### config.mk
export PLATFORM = sky130hd
export DESIGN_NAME = mdu_sequencer_flat
export DESIGN_NICKNAME = d
export VERILOG_FILES = /design/src/rtl/mdu_pkg.sv /design/src/rtl/mdu_sequencer_if.sv /design/src/rtl/mdu_div_step.sv /design/src/rtl/mdu_sequencer.sv /design/src/flat_wrapper.sv
export SDC_FILE = /design/constraint.sdc
export NUM_CORES = 2
export LEC_CHECK = 0
export CORE_MARGIN = 2
export CORE_UTILIZATION = 45
export DETAILED_ROUTE_END_ITERATION = 8
export HOLD_SLACK_MARGIN = 0.08
export PLACE_DENSITY = 0.65
export SYNTH_ARGS = -nofsm -noshare
export SYNTH_HDL_FRONTEND = slang
export SYNTH_SLANG_ARGS = --single-unit
### constraint.sdc
create_clock -name clk_i -period 4.8 [get_ports clk_i]
set_input_delay 1.44 -clock clk_i [delete_from_list [all_inputs] [get_ports clk_i]]
set_output_delay 1.44 -clock clk_i [all_outputs]
set_load 0.03 [all_outputs]
### src/rtl/mdu_pkg.sv
// M-extension op codes, FSM encoding and divider constants
// shared by the MDU sequencer, its interface and its bench.
package mdu_pkg;

  localparam logic [2:0] MUL_F3    = 3'b000;
  localparam logic [2:0] MULH_F3   = 3'b001;
  localparam logic [2:0] MULHSU_F3 = 3'b010;
  localparam logic [2:0] MULHU_F3  = 3'b011;
  localparam logic [2:0] DIV_F3    = 3'b100;
  localparam logic [2:0] DIVU_F3   = 3'b101;
  localparam logic [2:0] REM_F3    = 3'b110;
  localparam logic [2:0] REMU_F3   = 3'b111;

  localparam int DIV_STEPS = 32;
  localparam int CNT_W     = 6;

  typedef enum logic [1:0] {
    S_IDLE,
    S_MUL,
    S_DIV,
    S_DONE
  } state_t;

endpackage

### src/rtl/mdu_sequencer_if.sv
// EX-stage <-> MDU operand/result bundle.
// The EX stage is master, the sequencer is slave.
interface mdu_sequencer_if #(
  parameter int XLEN = 32
);

  logic            en_i;
  logic [2:0]      op_i;
  logic [XLEN-1:0] rs1_i;
  logic [XLEN-1:0] rs2_i;
  logic [XLEN-1:0] result_o;
  logic            done_o;

  modport master (
    output en_i, op_i, rs1_i, rs2_i,
    input  result_o, done_o
  );

  modport slave (
    input  en_i, op_i, rs1_i, rs2_i,
    output result_o, done_o
  );

endinterface

### src/rtl/mdu_div_step.sv
// One restoring-division step on unsigned magnitudes:
// shift {rem,quo} left, subtract divisor if it fits.
module mdu_div_step #(
  parameter int XLEN = 32
) (
  input  logic [XLEN-1:0] rem,
  input  logic [XLEN-1:0] quo,
  input  logic [XLEN-1:0] dvs,
  output logic [XLEN-1:0] rem_nxt,
  output logic [XLEN-1:0] quo_nxt
);

  logic [XLEN:0] sh;
  logic [XLEN:0] diff;

  // rem < dvs always holds, so diff MSB is a clean borrow flag
  assign sh      = {rem, quo[XLEN-1]};
  assign diff    = sh - {1'b0, dvs};
  assign rem_nxt = diff[XLEN] ? sh[XLEN-1:0] : diff[XLEN-1:0];
  assign quo_nxt = {quo[XLEN-2:0], ~diff[XLEN]};

endmodule

### src/rtl/mdu_sequencer.sv
// EX-stage multiply/divide sequencer: pipelined multiplier,
// 32-step restoring divider, stall and done generation.
module mdu_sequencer
  import mdu_pkg::*;
#(
  parameter int XLEN    = 32,
  parameter int MUL_LAT = 2
) (
  input  logic          clk_i,
  input  logic          rst_ni,
  input  logic          ex_en_i,
  input  logic          flush_i,
  mdu_sequencer_if.slave bus,
  output logic          mul_stall_o,
  output logic          div_stall_o
);

  localparam logic [XLEN-1:0] MIN_NEG =
    {1'b1, {(XLEN-1){1'b0}}};

  state_t           state_q, state_d;
  logic [CNT_W-1:0] cnt_q, cnt_d;
  logic [XLEN-1:0]  res_q, res_d;
  logic             res_ld;

  logic [XLEN-1:0] rs1, rs2;
  logic [2:0]      op;
  logic            accept, is_mul;

  assign rs1    = bus.rs1_i;
  assign rs2    = bus.rs2_i;
  assign op     = bus.op_i;
  assign is_mul = ~op[2];
  assign accept = (state_q == S_IDLE) & bus.en_i
                & ex_en_i & ~flush_i;

  // multiplier front end: 33x33 signed product from live operands
  logic                   a_sgn, b_sgn;
  logic signed [2*XLEN-1:0] ma, mb, prod;
  logic [XLEN-1:0]        mul_res, mul_tap;

  assign a_sgn   = (op != MULHU_F3);
  assign b_sgn   = ~op[1];
  assign ma      = {{XLEN{a_sgn & rs1[XLEN-1]}}, rs1};
  assign mb      = {{XLEN{b_sgn & rs2[XLEN-1]}}, rs2};
  assign prod    = ma * mb;
  assign mul_res = (op == MUL_F3) ? prod[XLEN-1:0]
                                  : prod[2*XLEN-1:XLEN];

  if (MUL_LAT == 1) begin : g_lat1
    assign mul_tap = mul_res;
  end else begin : g_pipe
    logic [XLEN-1:0] pipe [MUL_LAT-1];
    // free-running product pipeline; the FSM picks the right slot
    always_ff @(posedge clk_i or negedge rst_ni) begin
      if (!rst_ni) begin
        for (int i = 0; i < MUL_LAT-1; i++) pipe[i] <= '0;
      end else begin
        pipe[0] <= mul_res;
        for (int i = 1; i < MUL_LAT-1; i++) pipe[i] <= pipe[i-1];
      end
    end
    assign mul_tap = pipe[MUL_LAT-2];
  end

  // divider operand prep and short-circuit cases
  logic            sgn_div, zero_div, ovf, special;
  logic [XLEN-1:0] abs1, abs2, spec_res;

  assign sgn_div  = ~op[0];
  assign abs1     = (sgn_div & rs1[XLEN-1]) ? -rs1 : rs1;
  assign abs2     = (sgn_div & rs2[XLEN-1]) ? -rs2 : rs2;
  assign zero_div = (rs2 == '0);
  assign ovf      = sgn_div & (rs1 == MIN_NEG) & (rs2 == '1);
  assign special  = zero_div | ovf;
  assign spec_res = zero_div ? (op[1] ? rs1 : '1)
                             : (op[1] ? '0 : rs1);

  logic [XLEN-1:0] rem_q, quo_q, dvs_q;
  logic [XLEN-1:0] rem_nxt, quo_nxt, div_res;
  logic            negq_q, negr_q, isrem_q;

  mdu_div_step #(.XLEN(XLEN)) u_step (
    .rem     (rem_q),
    .quo     (quo_q),
    .dvs     (dvs_q),
    .rem_nxt (rem_nxt),
    .quo_nxt (quo_nxt)
  );

  assign div_res = isrem_q ? (negr_q ? -rem_nxt : rem_nxt)
                           : (negq_q ? -quo_nxt : quo_nxt);

  // state and counter register
  always_ff @(posedge clk_i or negedge rst_ni) begin
    if (!rst_ni) begin
      state_q <= S_IDLE;
      cnt_q   <= '0;
    end else begin
      state_q <= state_d;
      cnt_q   <= cnt_d;
    end
  end

  // next state, stalls, done and result-load decode
  always_comb begin
    state_d     = state_q;
    cnt_d       = cnt_q;
    mul_stall_o = 1'b0;
    div_stall_o = 1'b0;
    bus.done_o  = 1'b0;
    res_ld      = 1'b0;
    res_d       = div_res;
    unique case (state_q)
      S_IDLE: begin
        cnt_d = '0;
        if (accept && is_mul) begin
          mul_stall_o = 1'b1;
          if (MUL_LAT == 1) begin
            state_d = S_DONE;
            res_ld  = 1'b1;
            res_d   = mul_tap;
          end else begin
            state_d = S_MUL;
          end
        end else if (accept) begin
          div_stall_o = 1'b1;
          if (special) begin
            state_d = S_DONE;
            res_ld  = 1'b1;
            res_d   = spec_res;
          end else begin
            state_d = S_DIV;
          end
        end
      end
      S_MUL: begin
        mul_stall_o = 1'b1;
        cnt_d       = cnt_q + 1'b1;
        if (cnt_q == CNT_W'(MUL_LAT-2)) begin
          state_d = S_DONE;
          res_ld  = 1'b1;
          res_d   = mul_tap;
        end
      end
      S_DIV: begin
        div_stall_o = 1'b1;
        cnt_d       = cnt_q + 1'b1;
        if (cnt_q == CNT_W'(DIV_STEPS-1)) begin
          state_d = S_DONE;
          res_ld  = 1'b1;
        end
      end
      S_DONE: begin
        bus.done_o = 1'b1;
        if (ex_en_i) state_d = S_IDLE;
      end
      default: state_d = S_IDLE;
    endcase
    if (flush_i) begin
      state_d     = S_IDLE;
      cnt_d       = '0;
      mul_stall_o = 1'b0;
      div_stall_o = 1'b0;
      bus.done_o  = 1'b0;
      res_ld      = 1'b0;
    end
  end

  // operand latch, divider iteration and result hold
  always_ff @(posedge clk_i or negedge rst_ni) begin
    if (!rst_ni) begin
      res_q   <= '0;
      rem_q   <= '0;
      quo_q   <= '0;
      dvs_q   <= '0;
      negq_q  <= 1'b0;
      negr_q  <= 1'b0;
      isrem_q <= 1'b0;
    end else begin
      if (res_ld) res_q <= res_d;
      if (accept) begin
        rem_q   <= '0;
        quo_q   <= abs1;
        dvs_q   <= abs2;
        negq_q  <= sgn_div & (rs1[XLEN-1] ^ rs2[XLEN-1]);
        negr_q  <= sgn_div & rs1[XLEN-1];
        isrem_q <= op[1];
      end else if (state_q == S_DIV) begin
        rem_q <= rem_nxt;
        quo_q <= quo_nxt;
      end
    end
  end

  assign bus.result_o = res_q;

endmodule

### src/flat_wrapper.sv
// flat-port wrapper written by rule: the top's interface ports become plain ports
module mdu_sequencer_flat import mdu_pkg::*;
#(
  parameter int XLEN    = 32,
  parameter int MUL_LAT = 2
)
  (clk_i, rst_ni, ex_en_i, flush_i, mul_stall_o, div_stall_o, bus_en_i, bus_op_i, bus_rs1_i, bus_rs2_i, bus_result_o, bus_done_o);
  mdu_sequencer_if #(.XLEN(XLEN)) bus_i ();
  input  logic clk_i;
  input  logic rst_ni;
  input  logic ex_en_i;
  input  logic flush_i;
  output logic mul_stall_o;
  output logic div_stall_o;
  input wire logic [$bits(bus_i.en_i)-1:0] bus_en_i;
  input wire logic [$bits(bus_i.op_i)-1:0] bus_op_i;
  input wire logic [$bits(bus_i.rs1_i)-1:0] bus_rs1_i;
  input wire logic [$bits(bus_i.rs2_i)-1:0] bus_rs2_i;
  output wire logic [$bits(bus_i.result_o)-1:0] bus_result_o;
  output wire logic [$bits(bus_i.done_o)-1:0] bus_done_o;
  assign bus_i.en_i = bus_en_i;
  assign bus_i.op_i = bus_op_i;
  assign bus_i.rs1_i = bus_rs1_i;
  assign bus_i.rs2_i = bus_rs2_i;
  assign bus_result_o = bus_i.result_o;
  assign bus_done_o = bus_i.done_o;
  mdu_sequencer #(.XLEN(XLEN), .MUL_LAT(MUL_LAT)) u_core (.clk_i(clk_i), .rst_ni(rst_ni), .ex_en_i(ex_en_i), .flush_i(flush_i), .bus(bus_i), .mul_stall_o(mul_stall_o), .div_stall_o(div_stall_o));
endmodule
# == Word level (Yosys, flattened, before mapping) ==
# Index checks and enable logic that the tools add are counted.
# totals
reg_bits,171
word_cells,99
in_bits,72
output_inout_bits,35
# classes
add_sub_neg,6
n_mul,1
n_reduce_logical,9
n_eq_ne,11
n_mux,45
bitwise_logic,17
# op_table
op,count
two-way mux 32 bit,18
negation 32 bit,4
"== test 32 bit, second input constant",2
multiplier 33 x 33 -> 64 bit,1
one-hot mux 32 bit (2 select lines),1
subtractor 33 x 32 -> 33 bit,1
logical NOT 32 bit,1
two-way mux 1 bit,14
two-way mux 2 bit,6
one-hot mux 6 bit (2 select lines),1
AND 1 bit,10
"!= test 3 x 2 -> 1 bit, second input constant",3
one-hot mux 2 bit (4 select lines),1
"adder 6 x 1 -> 6 bit, second input constant",1
"== test 6 x 5 -> 1 bit, second input constant",1
logical NOT 6 bit,1
two-way mux 6 bit,1
NOT 1 bit,5
"== test 2 bit, second input constant",2
"!= test 4 x 3 -> 1 bit, second input constant",1
one-hot mux 1 bit (2 select lines),2
AND reduction 4 bit,1
logical NOT 3 bit,1
"!= test 3 bit, second input constant",1
9 further kinds,9

# == Longest topological paths before layout ==
# depth
depth_word,9
depth_mapped,33
depth_no_buf,31

# == By module ==
# From an unflattened synthesis, not the netlist that was laid out.
# unflattened
cells_unflattened,5741
hier_area_um2,50875.0
# by_module_without_submodules
mod,area_per_inst_um2,cells_each,instances,seq_area_each_um2
mdu_sequencer,48283.8,5405,1,4279.1
mdu_div_step,2591.2,336,1,0.0

# == Worst setup path before layout ==
# No wires, ideal clock.
# synth_timing
path_kind,input-to-reg
start,in bus_op_i[1]
end,reg u_core.g_pipe.pipe[30] in the netlist's numbering
n_path_buf,2
required_time_ps,4664
stages,29
setup_time_ps,136
slack_ps,-4568
t_arrival_ps,9232
cell_sequence,clkbuf_1 nand3b_1 and2_1 clkbuf_1 nand2_1 fa_1 inv_1 fa_1 fa_1 inv_1 fa_1 inv_1 fa_1 fa_1 fa_1 inv_1 fa_1 inv_1 ha_1 nand4_1 or2_2 a221oi_1 nor3_1 nand2_1 a31oi_1 o21a_1 o21ai_0 xnor2_1 o21ai_0
# synth_between
elab_chain_cells,4
elab_cells_between_ends,7
cone_classes,mul (1); eq/ne (1); mux (1); bitwise (3); reduce/logical (1)
# synth_rtl
item,line_no,rtl
"start, declared",flat_wrapper.sv:16,input wire logic [$bits(bus_i.op_i)-1:0] bus_op_i;
!= test 3 x 2 -> 1 bit / NOT 1 bit (equally long branches),"mdu_sequencer.sv:42, mdu_sequencer.sv:43",
AND 1 bit (on tied branches),"mdu_sequencer.sv:44, mdu_sequencer.sv:45",
multiplier 33 x 33 -> 64 bit,mdu_sequencer.sv:46,assign prod = ma * mb;
two-way mux 32 bit (*),mdu_sequencer.sv:47,assign mul_res = (op == MUL_F3) ? prod[XLEN-1:0]
via u_core.mul_res[30],mdu_sequencer.sv:40,"logic [XLEN-1:0] mul_res, mul_tap;"
"end, declared",mdu_sequencer.sv:53,logic [XLEN-1:0] pipe [MUL_LAT-1];
# The timed path passes the listed nets; every way through them passes the cells marked *.
# A chain may end at the register's enable or synchronous reset.

# == Final worst setup path ==
# layout_timing
start,in bus_rs2_i[2]
end,reg u_core.g_pipe.pipe[12] in the netlist's numbering
# layout_between
elab_chain_cells,2
# layout_rtl
item,line_no,rtl
"start, declared",flat_wrapper.sv:18,input wire logic [$bits(bus_i.rs2_i)-1:0] bus_rs2_i;
multiplier 33 x 33 -> 64 bit,mdu_sequencer.sv:46,
two-way mux 32 bit,mdu_sequencer.sv:47,
via u_core.mul_res[12],mdu_sequencer.sv:40,
# The timed path passes the listed nets, and every way through them passes these cells.

==> impl_metrics.tcl <==
set metrics [dict create \
    dr.pass1.iters 6 \
    wl_per_cell_um 21.85 \
    num_rows 123 \
    cts_tree "done" \
    crit_family "adder cells" \
    layout_setup_ws_ns -3.581 \
    hold_start "u_core.dvs_q[11]" \
    n_fill_cell 10040 \
    wl_met3_um 12840 \
    required_ns 5.12 \
    antenna_left 0 \
    cp.arrival_ns 8.70 \
    area_growth_pct 23.49 \
    multiInputGateArea_um2 42570 \
    critical_path_buf_inv_count 12 \
    holdPathEnd "u_core.dvs_q[11]" \
    outcome "finished with violations" \
    hold_ws_ns 0.4855 \
    cts-root-buf "clkbuf_16" \
    cts_sinks 171 \
    min_period_over_period_pct 174.6 \
    drcViolationCount 0 \
    slew_violations 0 \
    dpl.hpwl_um 138500 \
    dp.cells 7729 \
    ys_seq_area_share_pct 8.445 \
    antenna_found_initial 12 \
    hp-class "flop to flop" \
    synth_fp_nets 7261 \
    synth_top_area_cell "fa_1" \
    wl_met1_um 70590 \
    die_area_um2 115300 \
    endpoint_kind "flop" \
    dieWidth_um 339.6 \
    hold_viol_final 0 \
    slew_headroom_pct 23.85 \
    synth_area_um2 50670 \
    yosys_warnings 0 \
    clockBufferDepth 2 \
    ys_ff_latch 171 \
    rsz0062_at_grt "true" \
    top_layer "met5" \
    start_kind "primary input" \
    ios 107 \
    synth_cell_types 79 \
    clkTransAtPathRegs_ns 0.07 \
    vias_per_cell 5.399 \
    setup.worst_path.class "primary input to flop" \
    grt_max_degree 102 \
    drt-initial-drc-count 3434 \
    maxCapViolCount 0 \
    clock_latency_ns 0.47 \
    htreeDepth 4 \
    hold_buffers 0 \
    path_common_cell "fa_1" \
    final_cells 7892 \
    vias 42610 \
    grt-ovfl-total 0 \
    regToRegSetupSlack_ns -0.08 \
    tns_ns -106.72 \
    gp_congestion 0.9809 \
    cp_slowest_cell "fa_1" \
    cp_slowest_stage_delay_ns 0.58 \
    final_net_count 7824 \
    setup_violations 34 \
    synth.avg_cell_area_um2 8.726 \
    final_core_util_pct 55.85 \
    async_reset_ff_share_pct 100.0 \
    yosys-top-cells-area "fa_1, inv_1, dfrtp_1" \
    worstMarginPinSlew_ns 1.142 \
    initial_core_util_pct 45.23 \
    crit-reg2reg-launch "u_core.quo_q[31]" \
    fp.dieH_um 339.6 \
    crit_fanout 11 \
    grt_usage_pct 30.12 \
    min_period_ns 8.381 \
    seqCellArea_um2 4279 \
    violations "setup timing" \
    wl_met2_um 79070 \
    synth.top_cell.area_share_pct 44.49 \
    max_freq_mhz 119.3 \
    synth_ff_type "dfrtp_1" \
    grt_pass1_wl_um 265700 \
    rr_endpoint "u_core.bus.result_o[28]" \
    synth_cells 5807 \
    core_area_um2 112000 \
    grt_pass1_vias 44460 \
    finalClockSkew_ns 0.01190 \
    hold_depth 2 \
    synth-edff-count 0 \
    r2r_cells 26 \
    drive_above_1_share_pct 19.80 \
    drt-total-wl_um 172400 \
    cts_made_buffers 17 \
    io_buffers 106 \
]
-- worst register-to-register path, delay by kind of cell, from the launching register on --
kind	cells	cell delay, ns
adders and majority gates	3	0.70
buffers and inverters	7	0.72
muxes	2	0.33
and+or+nand+nor	7	1.30
xor gates and xnor gates	1	0.17
AOI/OAI and AO/OA	6	1.10
DFF	1	0.44
-- metal layers --
layer | vias to the layer above | GRT usage [%]
met5 | - | 0
met4 | 6 | 14.26
met3 | 365 | 3.741
met2 | 1798 | 47.64
met1 | 21770 | 41.33
li1 | 18670 | -
-- how the worst max path moves through the flow --
stage,start,end,cells past startpoint
floorplan,bus_op_i[1],u_core.g_pipe.pipe[30],29
global placement,bus_op_i[2],u_core.g_pipe.pipe[26],31
detailed placement,bus_op_i[2],u_core.g_pipe.pipe[30],31
CTS,bus_op_i[2],u_core.g_pipe.pipe[30],30
global route,bus_op_i[1],u_core.g_pipe.pipe[30],32
finish,bus_rs2_i[2],u_core.g_pipe.pipe[12],32
-- timing repair --
action | 4_1_cts | 5_1_grt
pin swaps | 154 | 121
endpoints found under the hold margin | 0 | 0
setup endpoints to repair | 64 | 62
buffers inserted | 66 | 41
gates cloned | 18 | 3
resized for setup | 410 | 198
-- synth_stat cells (6+ instances only) --
library cell / n
a211oi_1: 36
a21boi_0: 6
a21o_1: 46
a21oi_1: 166
a221oi_1: 25
a22oi_1: 10
a31oi_1: 24
and2_1: 362
and3_1: 19
buf_1: 77
buf_2: 10
clkbuf_1: 274
dfrtp_1: 171
fa_1: 1126
ha_1: 256
inv_1: 1148
mux2i_1: 57
nand2_1: 940
nand2b_1: 26
nand3_1: 23
nand3b_1: 9
nand4_1: 25
nor2_1: 227
nor2b_1: 24
nor3_1: 39
nor3b_1: 10
nor4_1: 15
o211ai_1: 12
o21a_1: 13
o21ai_0: 244
o21ai_1: 7
o21bai_1: 13
o22ai_1: 11
o31a_1: 8
o31ai_1: 27
o41ai_1: 6
or2_2: 9
or3_1: 24
xnor2_1: 124
xor2_1: 90
-- flip-flops by register name, indices dropped and copies added (netlist names) --
name and cells:
u_core.cnt_q 6, u_core.rem_q 32, u_core.g_pipe.pipe 32, u_core.quo_q 32
u_core.bus.result_o 32, u_core.dvs_q 32, u_core.state_q 2, u_core.negr_q 1
u_core.isrem_q 1, u_core.negq_q 1
-- cell families after synthesis --
group | synth area share (%)
buffers and inverters | 11.23
muxes | 1.242
adders and majority gates | 50.81
DFF | 8.445
xor gates and xnor gates | 3.699
AOI/OAI and AO/OA | 8.383
and+or+nand+nor | 16.19
-- cells in the final DEF (no fill, tap or decap), types with 40 or more instances in the layout --
cell type | netlist | routed
fa_2 | 0 | 40
buf_4 | 0 | 631
fa_1 | 1126 | 1086
buf_12 | 0 | 91
ha_1 | 256 | 216
nor2_1 | 227 | 219
a21oi_1 | 166 | 119
buf_6 | 1 | 74
inv_1 | 1148 | 1101
xnor2_1 | 124 | 111
a21oi_2 | 4 | 47
and2_1 | 362 | 338
xor2_1 | 90 | 84
mux2i_1 | 57 | 55
dfrtp_1 | 171 | 171
inv_2 | 1 | 41
a21o_1 | 46 | 46
o21ai_0 | 244 | 195
nand2_1 | 940 | 913
-- stage by stage --
stage | setup slack [ns] | cell area [um2]
floorplan | -3.916 | 52040
global placement | -4.625 | 58550
detailed placement | -4.687 | 58550
CTS | -3.624 | 61350
global route | -3.821 | 62570
finish | -3.581 | 62570
-- area by class of cell --
cell class	count	share of cell area (%)
Tap cell	1500	3.000
Inverter	1149	6.927
Timing Repair Buffer	906	14.18
Antenna cell	9	0.03599
Clock buffer	17	0.6799
Clock inverter	15	0.2980
Sequential cell	171	6.839
Multi-Input combinational cell	4125	68.04
Power is not shown: default switching activity piles up to over one toggle a cycle in this logic, so the estimate is an artifact.
